$ cat config.mk
export PLATFORM = sky130hd
export DESIGN_NAME = mix_columns_engine
export DESIGN_NICKNAME = d
export VERILOG_FILES = /design/src/rtl/aes_pkg.sv /design/src/rtl/mix_column_unit.sv /design/src/rtl/mix_columns_engine.sv
export SDC_FILE = /design/constraint.sdc
export NUM_CORES = 1
export LEC_CHECK = 0
export BUFFER_PORTS_ARGS = -buffer_cell sky130_fd_sc_hd__buf_4
export CORE_ASPECT_RATIO = 1.75
export CORE_UTILIZATION = 45
export CTS_CLUSTER_SIZE = 10
export DETAILED_ROUTE_END_ITERATION = 8
export PLACE_DENSITY = 0.64
export REMOVE_ABC_BUFFERS = 1
export SYNTH_ARGS = -nofsm -noshare
export SYNTH_HDL_FRONTEND = slang
export SYNTH_SLANG_ARGS = --single-unit
$ cat constraint.sdc
create_clock -name clk -period 26.9 [get_ports clk]
set_input_delay 4.035 -clock clk [delete_from_list [all_inputs] [get_ports clk]]
set_output_delay 4.035 -clock clk [all_outputs]
set_load 0.01 [all_outputs]
$ cat src/rtl/aes_pkg.sv
// Shared GF(2^8) helpers and widths for the AES MixColumns datapath.
package aes_pkg;

    localparam logic [7:0] AES_POLY = 8'h1b;
    localparam int COL_W = 32;
    localparam int BLK_W = 128;

    // Multiply by x modulo x^8+x^4+x^3+x+1
    function automatic logic [7:0] xtime(input logic [7:0] b);
        return {b[6:0], 1'b0} ^ (b[7] ? AES_POLY : 8'h00);
    endfunction

    function automatic logic [7:0] gmul2(input logic [7:0] b);
        return xtime(b);
    endfunction

    function automatic logic [7:0] gmul3(input logic [7:0] b);
        return xtime(b) ^ b;
    endfunction

    // 09 = 8 + 1
    function automatic logic [7:0] gmul9(input logic [7:0] b);
        return xtime(xtime(xtime(b))) ^ b;
    endfunction

    // 0b = 8 + 2 + 1
    function automatic logic [7:0] gmulb(input logic [7:0] b);
        return xtime(xtime(xtime(b))) ^ xtime(b) ^ b;
    endfunction

    // 0d = 8 + 4 + 1
    function automatic logic [7:0] gmuld(input logic [7:0] b);
        return xtime(xtime(xtime(b))) ^ xtime(xtime(b)) ^ b;
    endfunction

    // 0e = 8 + 4 + 2
    function automatic logic [7:0] gmule(input logic [7:0] b);
        return xtime(xtime(xtime(b))) ^ xtime(xtime(b)) ^ xtime(b);
    endfunction

endpackage

$ cat src/rtl/mix_column_unit.sv
// Combinational (Inv)MixColumns for a single 32-bit column; row0 in the top byte.
module mix_column_unit
    import aes_pkg::*;
(
    input  logic [COL_W-1:0] col,
    input  logic             inverse,
    output logic [COL_W-1:0] result
);

    logic [7:0] s0, s1, s2, s3;

    assign s0 = col[31:24];
    assign s1 = col[23:16];
    assign s2 = col[15:8];
    assign s3 = col[7:0];

    // Circulant matrix product, forward {02,03,01,01} or inverse {0e,0b,0d,09}
    always_comb begin
        result = '0;
        if (inverse) begin
            result[31:24] = gmule(s0) ^ gmulb(s1) ^ gmuld(s2) ^ gmul9(s3);
            result[23:16] = gmul9(s0) ^ gmule(s1) ^ gmulb(s2) ^ gmuld(s3);
            result[15:8]  = gmuld(s0) ^ gmul9(s1) ^ gmule(s2) ^ gmulb(s3);
            result[7:0]   = gmulb(s0) ^ gmuld(s1) ^ gmul9(s2) ^ gmule(s3);
        end else begin
            result[31:24] = gmul2(s0) ^ gmul3(s1) ^ s2 ^ s3;
            result[23:16] = s0 ^ gmul2(s1) ^ gmul3(s2) ^ s3;
            result[15:8]  = s0 ^ s1 ^ gmul2(s2) ^ gmul3(s3);
            result[7:0]   = gmul3(s0) ^ s1 ^ s2 ^ gmul2(s3);
        end
    end

endmodule

$ cat src/rtl/mix_columns_engine.sv
// Iterative (Inv)MixColumns engine: COLS_PER_CYCLE columns per clock, valid/ready both sides.
module mix_columns_engine
    import aes_pkg::*;
#(
    parameter int unsigned COLS_PER_CYCLE = 1
) (
    input  logic             clk,
    input  logic             rst,
    input  logic             in_valid,
    output logic             in_ready,
    input  logic             inverse,
    input  logic [BLK_W-1:0] state_in,
    output logic             out_valid,
    input  logic             out_ready,
    output logic [BLK_W-1:0] state_out,
    output logic             busy
);

    localparam int unsigned N_STEPS = 4 / COLS_PER_CYCLE;
    localparam int unsigned CNT_W   = (N_STEPS > 1) ? $clog2(N_STEPS) : 1;
    localparam int          SLICE_W = int'(COLS_PER_CYCLE) * COL_W;
    localparam logic [CNT_W-1:0] LAST_STEP = CNT_W'(N_STEPS - 1);

    if (!(COLS_PER_CYCLE == 1 || COLS_PER_CYCLE == 2 || COLS_PER_CYCLE == 4)) begin : g_bad_cfg
        $error("mix_columns_engine: COLS_PER_CYCLE must be 1, 2 or 4");
    end

    typedef enum logic [1:0] {IDLE, BUSY, DONE} state_t;

    state_t           state;
    logic [BLK_W-1:0] src_q;
    logic             mode_q;
    logic [CNT_W-1:0] col_cnt;
    logic [SLICE_W-1:0] src_sel;
    logic [SLICE_W-1:0] res_sel;

    assign in_ready = (state == IDLE) || ((state == DONE) && out_ready);
    assign src_sel  = src_q[int'(col_cnt) * SLICE_W +: SLICE_W];

    for (genvar g = 0; g < int'(COLS_PER_CYCLE); g++) begin : g_col
        mix_column_unit u_col (
            .col    (src_sel[g*COL_W +: COL_W]),
            .inverse(mode_q),
            .result (res_sel[g*COL_W +: COL_W])
        );
    end

    // Control FSM plus source/result registers; a new block may be taken straight out of DONE
    always_ff @(posedge clk or posedge rst) begin
        if (rst) begin
            state     <= IDLE;
            src_q     <= '0;
            mode_q    <= 1'b0;
            col_cnt   <= '0;
            state_out <= '0;
            out_valid <= 1'b0;
            busy      <= 1'b0;
        end else begin
            unique case (state)
                IDLE: begin
                    if (in_valid) begin
                        src_q   <= state_in;
                        mode_q  <= inverse;
                        col_cnt <= '0;
                        busy    <= 1'b1;
                        state   <= BUSY;
                    end
                end
                BUSY: begin
                    state_out[int'(col_cnt) * SLICE_W +: SLICE_W] <= res_sel;
                    if (col_cnt == LAST_STEP) begin
                        col_cnt   <= '0;
                        busy      <= 1'b0;
                        out_valid <= 1'b1;
                        state     <= DONE;
                    end else begin
                        col_cnt <= col_cnt + 1'b1;
                    end
                end
                DONE: begin
                    if (out_ready) begin
                        out_valid <= 1'b0;
                        if (in_valid) begin
                            src_q   <= state_in;
                            mode_q  <= inverse;
                            col_cnt <= '0;
                            busy    <= 1'b1;
                            state   <= BUSY;
                        end else begin
                            state <= IDLE;
                        end
                    end
                end
                default: state <= IDLE;
            endcase
        end
    end

endmodule

==> metrics.yaml, run 1 <==
run_status:
  status: "completed"
logic_synthesis:
  synth_area_per_cell_um2: 13.1
  synthTopCellsByCount: "sky130_fd_sc_hd__dfrtp_1, sky130_fd_sc_hd__mux2_2, sky130_fd_sc_hd__xnor2_1, sky130_fd_sc_hd__nand2_1, sky130_fd_sc_hd__o21ai_1"
  sequential_to_total_area_share_from_yosys_stat: 0.495
  ys_warn_count: 0
  synth_seq_cells: 263
  synthesis.instances: 1015
  synth_cell_types: 47
  synth_top_cells_by_area: "sky130_fd_sc_hd__dfrtp_1, sky130_fd_sc_hd__mux2_2, sky130_fd_sc_hd__xnor2_1"
  dominantRegCellSynth: "sky130_fd_sc_hd__dfrtp_1"
  synth_edf_count: 0
  post-synth-top-count-cell: "sky130_fd_sc_hd__dfrtp_1"
  synthArstFlopShare: 1.00
  synth_area_um2: 13300
  synth_largest_type_area_fraction: 0.495
  post-synth-top-area-cell: "sky130_fd_sc_hd__dfrtp_1"
floorplanning:
  fp.dieH_um: 229
  design.die.area_um2: 30200
  floorplan.rows: 82
  floorplan.initialDensity: 0.461
  width_of_the_die_um: 132
  ios: 264
  core_area_um2: 28800
global_route:
  grt_first_pass_wirelength_um: 52100
  gr-total-overflow: 0
  grt_util_all_layers: 0.225
  maximum_number_of_pins_on_one_net_before_global_route_repair: 126
  initial_antenna_violation_count: 0
  first_global_vias: 9105
setup_path:
  worst_setup_path_startpoint: "out_ready"
  crit_chain: "buf_4 > inv_1 > a21oi_1 > buf_4"
  reg2reg_to: "state_out[75]$_DFFE_PP0P_"
  critical_path_class: "input port to primary output"
  critPathMaxFanout: 3
  r2r_slack_ns: 22.60
  worst_r2r_startpoint: "col_cnt[0]$_DFFE_PP0P_"
  critPathMostFrequentCell: "sky130_fd_sc_hd__buf_4"
  critical_path.slowest_cell: "sky130_fd_sc_hd__a21oi_1"
  worstRegToRegCells: 8
  cp.required_ns: 22.86
  crit_path_max_incr_delay_ns: 0.18
  cp_data_arrival_time_ns: 4.49
  worstSetupStartpointType: "input port"
  timing.critical_path.to_type: "primary output"
cts:
  clk-insertion-delay-late_ns: 0.55
  postCtsResizedCells: 0
  cts_buffers: 30
  cts_post_setup_buffers_inserted: 0
  cts_tree: "yes"
  clk_path_buf_depth: 3
  clock-sinks: 263
  cts.reportedPaths.clkPinSlew_ns: 0.05
  cts_hold_buffers: 0
  cts_root_buf: "sky130_fd_sc_hd__clkbuf_16"
  cts_max_level: 1
placed_design:
  place.port_buffers: 263
  dp.final_hpwl_um: 24800
  place_area_um2: 15500
  place_congestion: 0.844
final_layout:
  final.fill_count: 2492
  drive_gt1_frac: 0.399
  area_growth_pct: 22.8
  stdcell_area_um2: 16300
  antenna-diode-count: 0
  final_net_count: 1397
sta:
  endpoints_failing_hold: 0
  drv_slew: 0
  max_freq_ghz: 0.117
  timing_worst_slew_pin_value_ns: 1.04
  slew_headroom: 0.305
  holdWs_ns: 0.477
  setup_viol_count_final: 0
  period_needed_ns: 8.53
  rsz0062_at_grt: "no"
  skew_ns: 0.0124
  tns_ns: 0
  min_period_over_period: 0.317
hold_path:
  hold-path-cell-count: 2
  launch_instance_of_the_worst_min_delay_path: "state_out[26]$_DFFE_PP0P_"
  min_path_type: "flop to flop"
  whs_endpoint: "state_out[26]$_DFFE_PP0P_"
flow_run:
  max_cap_viol_count: 0
routing:
  postRouteWirelength_um: 33400
  detail_route.vias_per_cell: 5.31
  detailroute.via_count: 8694
  antenna_viol_nets_final: 0
  drt_first_iter_violations: 389
  drt_pre_antenna_iters: 5
  route.detailed.wl_per_inst_um: 20.4
  drc: 0
## per-layer routing
metal / track usage / vias to the layer above / share of wire
met5: 0 / - / 0
met4: 0.0930 / 0 / 0.035
met3: 0.0281 / 66 / 0.044
met2: 0.426 / 246 / 0.56
met1: 0.251 / 4385 / 0.37
li1: - / 3997 / -
## cell usage in the layout (no fill, tap or decap), types with 10 or more instances in the layout
cell,instances
sky130_fd_sc_hd__xor2_1,30
sky130_fd_sc_hd__clkbuf_16,31
sky130_fd_sc_hd__buf_4,277
sky130_fd_sc_hd__mux2_2,130
sky130_fd_sc_hd__a22o_1,25
sky130_fd_sc_hd__xnor2_1,115
sky130_fd_sc_hd__nand2_1,110
sky130_fd_sc_hd__a21oi_1,11
sky130_fd_sc_hd__o21ai_0,35
sky130_fd_sc_hd__dfrtp_1,261
sky130_fd_sc_hd__mux4_2,31
sky130_fd_sc_hd__nor2_1,13
sky130_fd_sc_hd__o21ai_1,64
sky130_fd_sc_hd__xnor2_2,15
sky130_fd_sc_hd__xnor3_1,26
sky130_fd_sc_hd__a22oi_1,10
## through the flow
stage               cells   util  worst slack (ns)
detailed placement   1604  0.538             18.38
finish               1638  0.566             18.37
global placement     1604  0.538             18.38
CTS                  1638  0.566             18.38
global route         1638  0.566             18.33
floorplan             949      -             15.62
## area by class of cell
type,count,area [um^2],share of cell area
Clock buffer,32,779,0.0478
Clock inverter,2,35.0,0.00215
Inverter,10,45.0,0.00276
Multi-Input combinational cell,676,6320,0.387
Sequential cell,263,6580,0.403
Tap cell,378,473,0.0290
Timing Repair Buffer,277,2080,0.127
## registers in the layout (all words and copies together), names as in the netlist
name,count
state,2
mode_q,1
state_out,128
out_valid,1
src_q,128
busy,1
col_cnt,2
## worst max-delay path: cells and delay by family
kind / cells / cell delay (ns)
buffers and inverters: 3 / 0.27
AOI/OAI and AO/OA: 1 / 0.18
## worst max-delay path by stage
stage / to / cells after the start / slack [ns]
2_1_floorplan: busy$_DFFE_PP0P_ / 1 / 15.62
3_3_place_gp: in_ready / 4 / 18.38
3_5_place_dp: in_ready / 4 / 18.38
4_1_cts: in_ready / 4 / 18.38
5_1_grt: in_ready / 4 / 18.33
6_report: in_ready / 4 / 18.37
## kinds of logic (layout without fill, tap and decap cells)
group           Yosys count  in the layout  synth area share
buf+inv                  76            321            0.0288
mux                     164            164             0.166
compound gates          155            155            0.0703
fa+ha+maj                 6              6           0.00565
simple gates            149            149            0.0470
flops                   263            263             0.495
xor+xnor                202            202             0.187
Power of run 1 is left out: the tool's default activity adds up to more than one toggle a clock period on the data nets, which glitch-free logic cannot reach.
==> run 2, diff against run 1 <==
Settings changed: PLACE_DENSITY 0.64 to 0.67.
Clock period 26.9 ns to 6.98 ns, I/O delays scaled along.
==> run 2 against run 1 <==
Against the previous run: first-iteration DRC count up 33%; via count up 0.69%; sequential share of layout area about the same; clock skew up 0.0013 ns; global-route usage up 1.4 points; register-to-register slack worse by 20 ns; final cell count about the same; wire length up 5.2%; die area unchanged; core utilization down 0.065 points; highest routed layer unchanged.
==> metrics.yaml, run 2 (synthesis gave the netlist of run 1 again) <==
cts:
  cts_max_level: 1
  cts_root_buf: "sky130_fd_sc_hd__clkbuf_16"
  cts.reportedPaths.clkPinSlew_ns: 0.06
  cts_buffers: 30
  clock-sinks: 263
  clk-insertion-delay-late_ns: 0.57
  cts_hold_buffers: 0
  cts_tree: "yes"
  postCtsResizedCells: 0
  cts_post_setup_buffers_inserted: 0
  clk_path_buf_depth: 3
setup_path:
  cp_data_arrival_time_ns: 4.53
  cp.required_ns: 7.43
  timing.critical_path.to_type: "flop"
  critPathMaxFanout: 27
  worstSetupStartpointType: "flop"
  critical_path_class: "flop to flop"
sta:
  endpoints_failing_hold: 0
  tns_ns: 0
  setup_viol_count_final: 0
  period_needed_ns: 4.09
  min_period_over_period: 0.585
  slew_headroom: 0.383
  skew_ns: 0.0136
  holdWs_ns: 0.479
  rsz0062_at_grt: "no"
  drv_slew: 0
  timing_worst_slew_pin_value_ns: 0.926
  max_freq_ghz: 0.245
floorplanning:
  core_area_um2: 28800
  floorplan.initialDensity: 0.461
  fp.dieH_um: 229
  design.die.area_um2: 30200
  width_of_the_die_um: 132
  ios: 264
  floorplan.rows: 82
placed_design:
  place_congestion: 0.926
  dp.final_hpwl_um: 26100
  place.port_buffers: 263
final_layout:
  area_growth_pct: 22.7
  final_net_count: 1396
  drive_gt1_frac: 0.398
  final.fill_count: 2387
  most-common-layout-cells: "sky130_fd_sc_hd__buf_4, sky130_fd_sc_hd__dfrtp_1, sky130_fd_sc_hd__mux2_2, sky130_fd_sc_hd__xnor2_1, sky130_fd_sc_hd__nand2_1"
  reg_top3: "src_q: 128 flops, state_out: 128 flops"
  final_core_util: 0.565
  layout.cells.most_common: "sky130_fd_sc_hd__buf_4"
routing:
  detailroute.via_count: 8754
  drt_first_iter_violations: 517
  drc: 0
  route.detailed.wl_per_inst_um: 21.5
  detail_route.vias_per_cell: 5.35
  antenna_viol_nets_final: 0
  postRouteWirelength_um: 35200
  drt_pre_antenna_iters: 5
run_status:
  status: "completed"
global_route:
  initial_antenna_violation_count: 1
  grt_util_all_layers: 0.239
  first_global_vias: 9497
  grt_first_pass_wirelength_um: 55100
  gr-total-overflow: 0
  maximum_number_of_pins_on_one_net_before_global_route_repair: 150
hold_path:
  min_path_type: "flop to flop"
flow_run:
  max_cap_viol_count: 0
## run 2: cell count changes in the layout (fill, tap and decap cells not counted)
cell / delta
sky130_fd_sc_hd__buf_12: +1
sky130_fd_sc_hd__buf_4: -2
sky130_fd_sc_hd__bufinv_16: -1
sky130_fd_sc_hd__clkinv_2: -1
sky130_fd_sc_hd__diode_2: +1
sky130_fd_sc_hd__inv_6: +1
## run 2: path summary, 6_finish.rpt
kind	cells past startpoint	from	slack, ns	to
setup reg to reg	8	col_cnt[0]$_DFFE_PP0P_	2.89	state_out[118]$_DFFE_PP0P_
setup / recovery	8	col_cnt[0]$_DFFE_PP0P_	2.89	state_out[118]$_DFFE_PP0P_
hold reg to reg	2	state_out[26]$_DFFE_PP0P_	0.48	state_out[26]$_DFFE_PP0P_
min in group asynchronous	2	rst	0.62	state_out[39]$_DFFE_PP0P_
hold / removal	2	state_out[26]$_DFFE_PP0P_	0.48	state_out[26]$_DFFE_PP0P_
max in group asynchronous	3	rst	5.04	src_q[125]$_DFFE_PP0P_
## run 2: worst max-delay path, stage by stage, from the launching register on
cell and delay (ns):
sky130_fd_sc_hd__dfrtp_2 0.88, sky130_fd_sc_hd__buf_4 0.43, sky130_fd_sc_hd__mux4_2 0.77, sky130_fd_sc_hd__xnor2_4 0.39, sky130_fd_sc_hd__xnor3_2 0.48, sky130_fd_sc_hd__xnor2_1 0.34, sky130_fd_sc_hd__nand2_1 0.22, sky130_fd_sc_hd__xnor2_2 0.21
sky130_fd_sc_hd__a22o_1 0.20
## run 2: per-stage QoR
stage | std cells | instance area, um^2 | worst slack (ns)
floorplan | 949 | 12900 | -1.31
global placement | 1603 | 15500 | 2.93
detailed placement | 1603 | 15500 | 2.86
CTS | 1636 | 16300 | 2.82
global route | 1637 | 16300 | 2.64
finish | 1637 | 16300 | 2.89
## run 2: layout make-up
type	instances	area, um^2	area share
Sequential cell	263	6580	0.404
Multi-Input combinational cell	676	6320	0.388
Timing Repair Buffer	276	2080	0.128
Clock buffer	32	779	0.0478
Tap cell	378	473	0.0290
Inverter	10	45.0	0.00276
Clock inverter	1	8.76	0.000537
Antenna cell	1	2.50	0.000154
## run 2: per-layer routing
metal | track usage | wire (um) | up-vias
met1 | 0.267 | 12700 | 4407
met5 | 0 | 0 | -
met2 | 0.442 | 19600 | 266
met3 | 0.0308 | 1500 | 83
met4 | 0.117 | 1430 | 0
li1 | - | - | 3998
Power of run 2 is left out for the same reason.
==> run 3, diff against run 2 <==
Settings changed: PLACE_DENSITY 0.67 to 0.64.
Clock period 6.98 ns to 4.1 ns, I/O delays scaled along.
==> run 3 against run 2 <==
Against the previous run: worst setup slack lost 2.5 ns; global-route usage grew 0.40 points; hold slack got worse by 0.28 ns; die area unchanged; clock-buffer cell count up 1; sequential share of layout area down 0.36 points; clock skew up 0.0039 ns; via count rose by 1.3%; core utilization rose by 0.51 points; critical endpoint is now state_out[27]$_DFFE_PP0P_; largest cell class unchanged; highest routed layer unchanged.
==> metrics.yaml, run 3 (synthesis gave the netlist of run 1 again) <==
hold_path:
  min_path_type: "input port to async pin"
final_layout:
  area_growth_pct: 23.8
  final_net_count: 1410
  stdcell_count: 1653
  drive_gt1_frac: 0.405
  most-common-layout-cells: "sky130_fd_sc_hd__buf_4, sky130_fd_sc_hd__dfrtp_1, sky130_fd_sc_hd__mux2_2, sky130_fd_sc_hd__xnor2_1, sky130_fd_sc_hd__nand2_1"
  reg_top3: "src_q: 128 flops, state_out: 128 flops"
  layout.cells.most_common: "sky130_fd_sc_hd__buf_4"
sta:
  min_period_over_period: 0.906
  setup_viol_count_final: 0
  endpoints_failing_hold: 0
  timing_worst_slew_pin_value_ns: 0.930
  drv_slew: 0
  skew_ns: 0.0175
  rsz0062_at_grt: "no"
  slew_headroom: 0.378
  max_freq_ghz: 0.269
  tns_ns: 0
  period_needed_ns: 3.71
floorplanning:
  core_area_um2: 28800
  width_of_the_die_um: 132
  ios: 264
  fp.dieH_um: 229
  floorplan.rows: 82
  design.die.area_um2: 30200
  floorplan.initialDensity: 0.461
setup_path:
  timing.critical_path.to_type: "flop"
  cp.required_ns: 4.51
  cp_data_arrival_time_ns: 4.12
  worstSetupStartpointType: "flop"
  critical_path_class: "flop to flop"
  critPathMaxFanout: 22
global_route:
  groute.layer.met3.usage: 0.0204
  met1_global_route_usage: 0.272
  gr-usage-met2: 0.466
  initial_antenna_violation_count: 1
  maximum_number_of_pins_on_one_net_before_global_route_repair: 116
  grt_util_all_layers: 0.243
  grt_first_pass_wirelength_um: 55700
  first_global_vias: 9357
  gr-total-overflow: 0
  busiest_layer: "met2"
routing:
  drt_pre_antenna_iters: 5
  antenna_viol_nets_final: 0
  detailroute.via_count: 8870
  detail_route.vias_per_cell: 5.37
  drc: 0
  route.detailed.wl_per_inst_um: 21.7
  postRouteWirelength_um: 35800
  drt_first_iter_violations: 442
cts:
  cts.reportedPaths.clkPinSlew_ns: 0.06
  clock-sinks: 263
  clk_path_buf_depth: 3
  cts_tree: "yes"
  cts_post_setup_buffers_inserted: 0
  cts_buffers: 30
  cts_max_level: 1
  cts_hold_buffers: 0
  postCtsResizedCells: 0
  clk-insertion-delay-late_ns: 0.56
  cts_root_buf: "sky130_fd_sc_hd__clkbuf_16"
placed_design:
  place_congestion: 0.917
  place.port_buffers: 263
  dp.final_hpwl_um: 27500
  numPlacedInstances: 1617
run_status:
  status: "completed"
flow_run:
  max_cap_viol_count: 0
run 3: changes by cell type in the layout (fill, tap and decap cells not counted):
cell and change:
sky130_fd_sc_hd__buf_4 +11, sky130_fd_sc_hd__inv_6 -1, sky130_fd_sc_hd__buf_12 +3, sky130_fd_sc_hd__clkinv_2 +2, sky130_fd_sc_hd__clkbuf_1 +1
run 3: worst paths after layout:
| kind | start | end | slack [ns] | cells past startpoint |
|---|---|---|---|---|
| setup / recovery | col_cnt[0]$_DFFE_PP0P_ | state_out[27]$_DFFE_PP0P_ | 0.39 | 8 |
| hold / removal | rst | state_out[71]$_DFFE_PP0P_ | 0.20 | 2 |
| setup reg to reg | col_cnt[0]$_DFFE_PP0P_ | state_out[27]$_DFFE_PP0P_ | 0.39 | 8 |
| hold reg to reg | state_out[32]$_DFFE_PP0P_ | state_out[32]$_DFFE_PP0P_ | 0.48 | 2 |
| max in group asynchronous | rst | src_q[119]$_DFFE_PP0P_ | 2.97 | 3 |
| min in group clk | state_in[83] | src_q[83]$_DFFE_PP0P_ | 0.29 | 2 |
run 3: critical path: stages (launching register included):
cell,delay (ns)
sky130_fd_sc_hd__dfrtp_2,0.71
sky130_fd_sc_hd__buf_12,0.28
sky130_fd_sc_hd__mux4_2,0.62
sky130_fd_sc_hd__xnor3_1,0.59
sky130_fd_sc_hd__xnor3_1,0.33
sky130_fd_sc_hd__xnor3_1,0.41
sky130_fd_sc_hd__nand2_1,0.10
sky130_fd_sc_hd__xnor2_1,0.37
sky130_fd_sc_hd__o21ai_1,0.12
run 3: stage by stage:
| stage | area [um^2] | worst slack (ns) | hold WS, ns | utilization |
|---|---|---|---|---|
| final | 16400 | 0.387 | 0.198 | 0.571 |
| after detailed placement | 15700 | 0.400 | 0.473 | 0.543 |
| after global placement | 15700 | 0.400 | 0.464 | 0.543 |
| after global routing | 16400 | 0.180 | 0.275 | 0.571 |
| after floorplan | 12900 | -3.76 | 0.472 | - |
| after CTS | 16400 | 0.359 | 0.235 | 0.570 |
run 3: routing by layer:
metal / vias to the layer above / wire (um)
met4: 0 / 1280
met5: - / 0
met1: 4523 / 13200
li1: 4020 / -
met3: 73 / 1070
met2: 254 / 20300
run 3: cell type report:
class	instances	area (um^2)
Antenna cell	1	2.50
Clock buffer	33	783
Tap cell	378	473
Sequential cell	263	6580
Clock inverter	2	10.0
Fill cell	2465	12400
Multi-Input combinational cell	676	6320
Inverter	10	45.0
Timing Repair Buffer	290	2230
Power of run 3 is left out for the same reason.
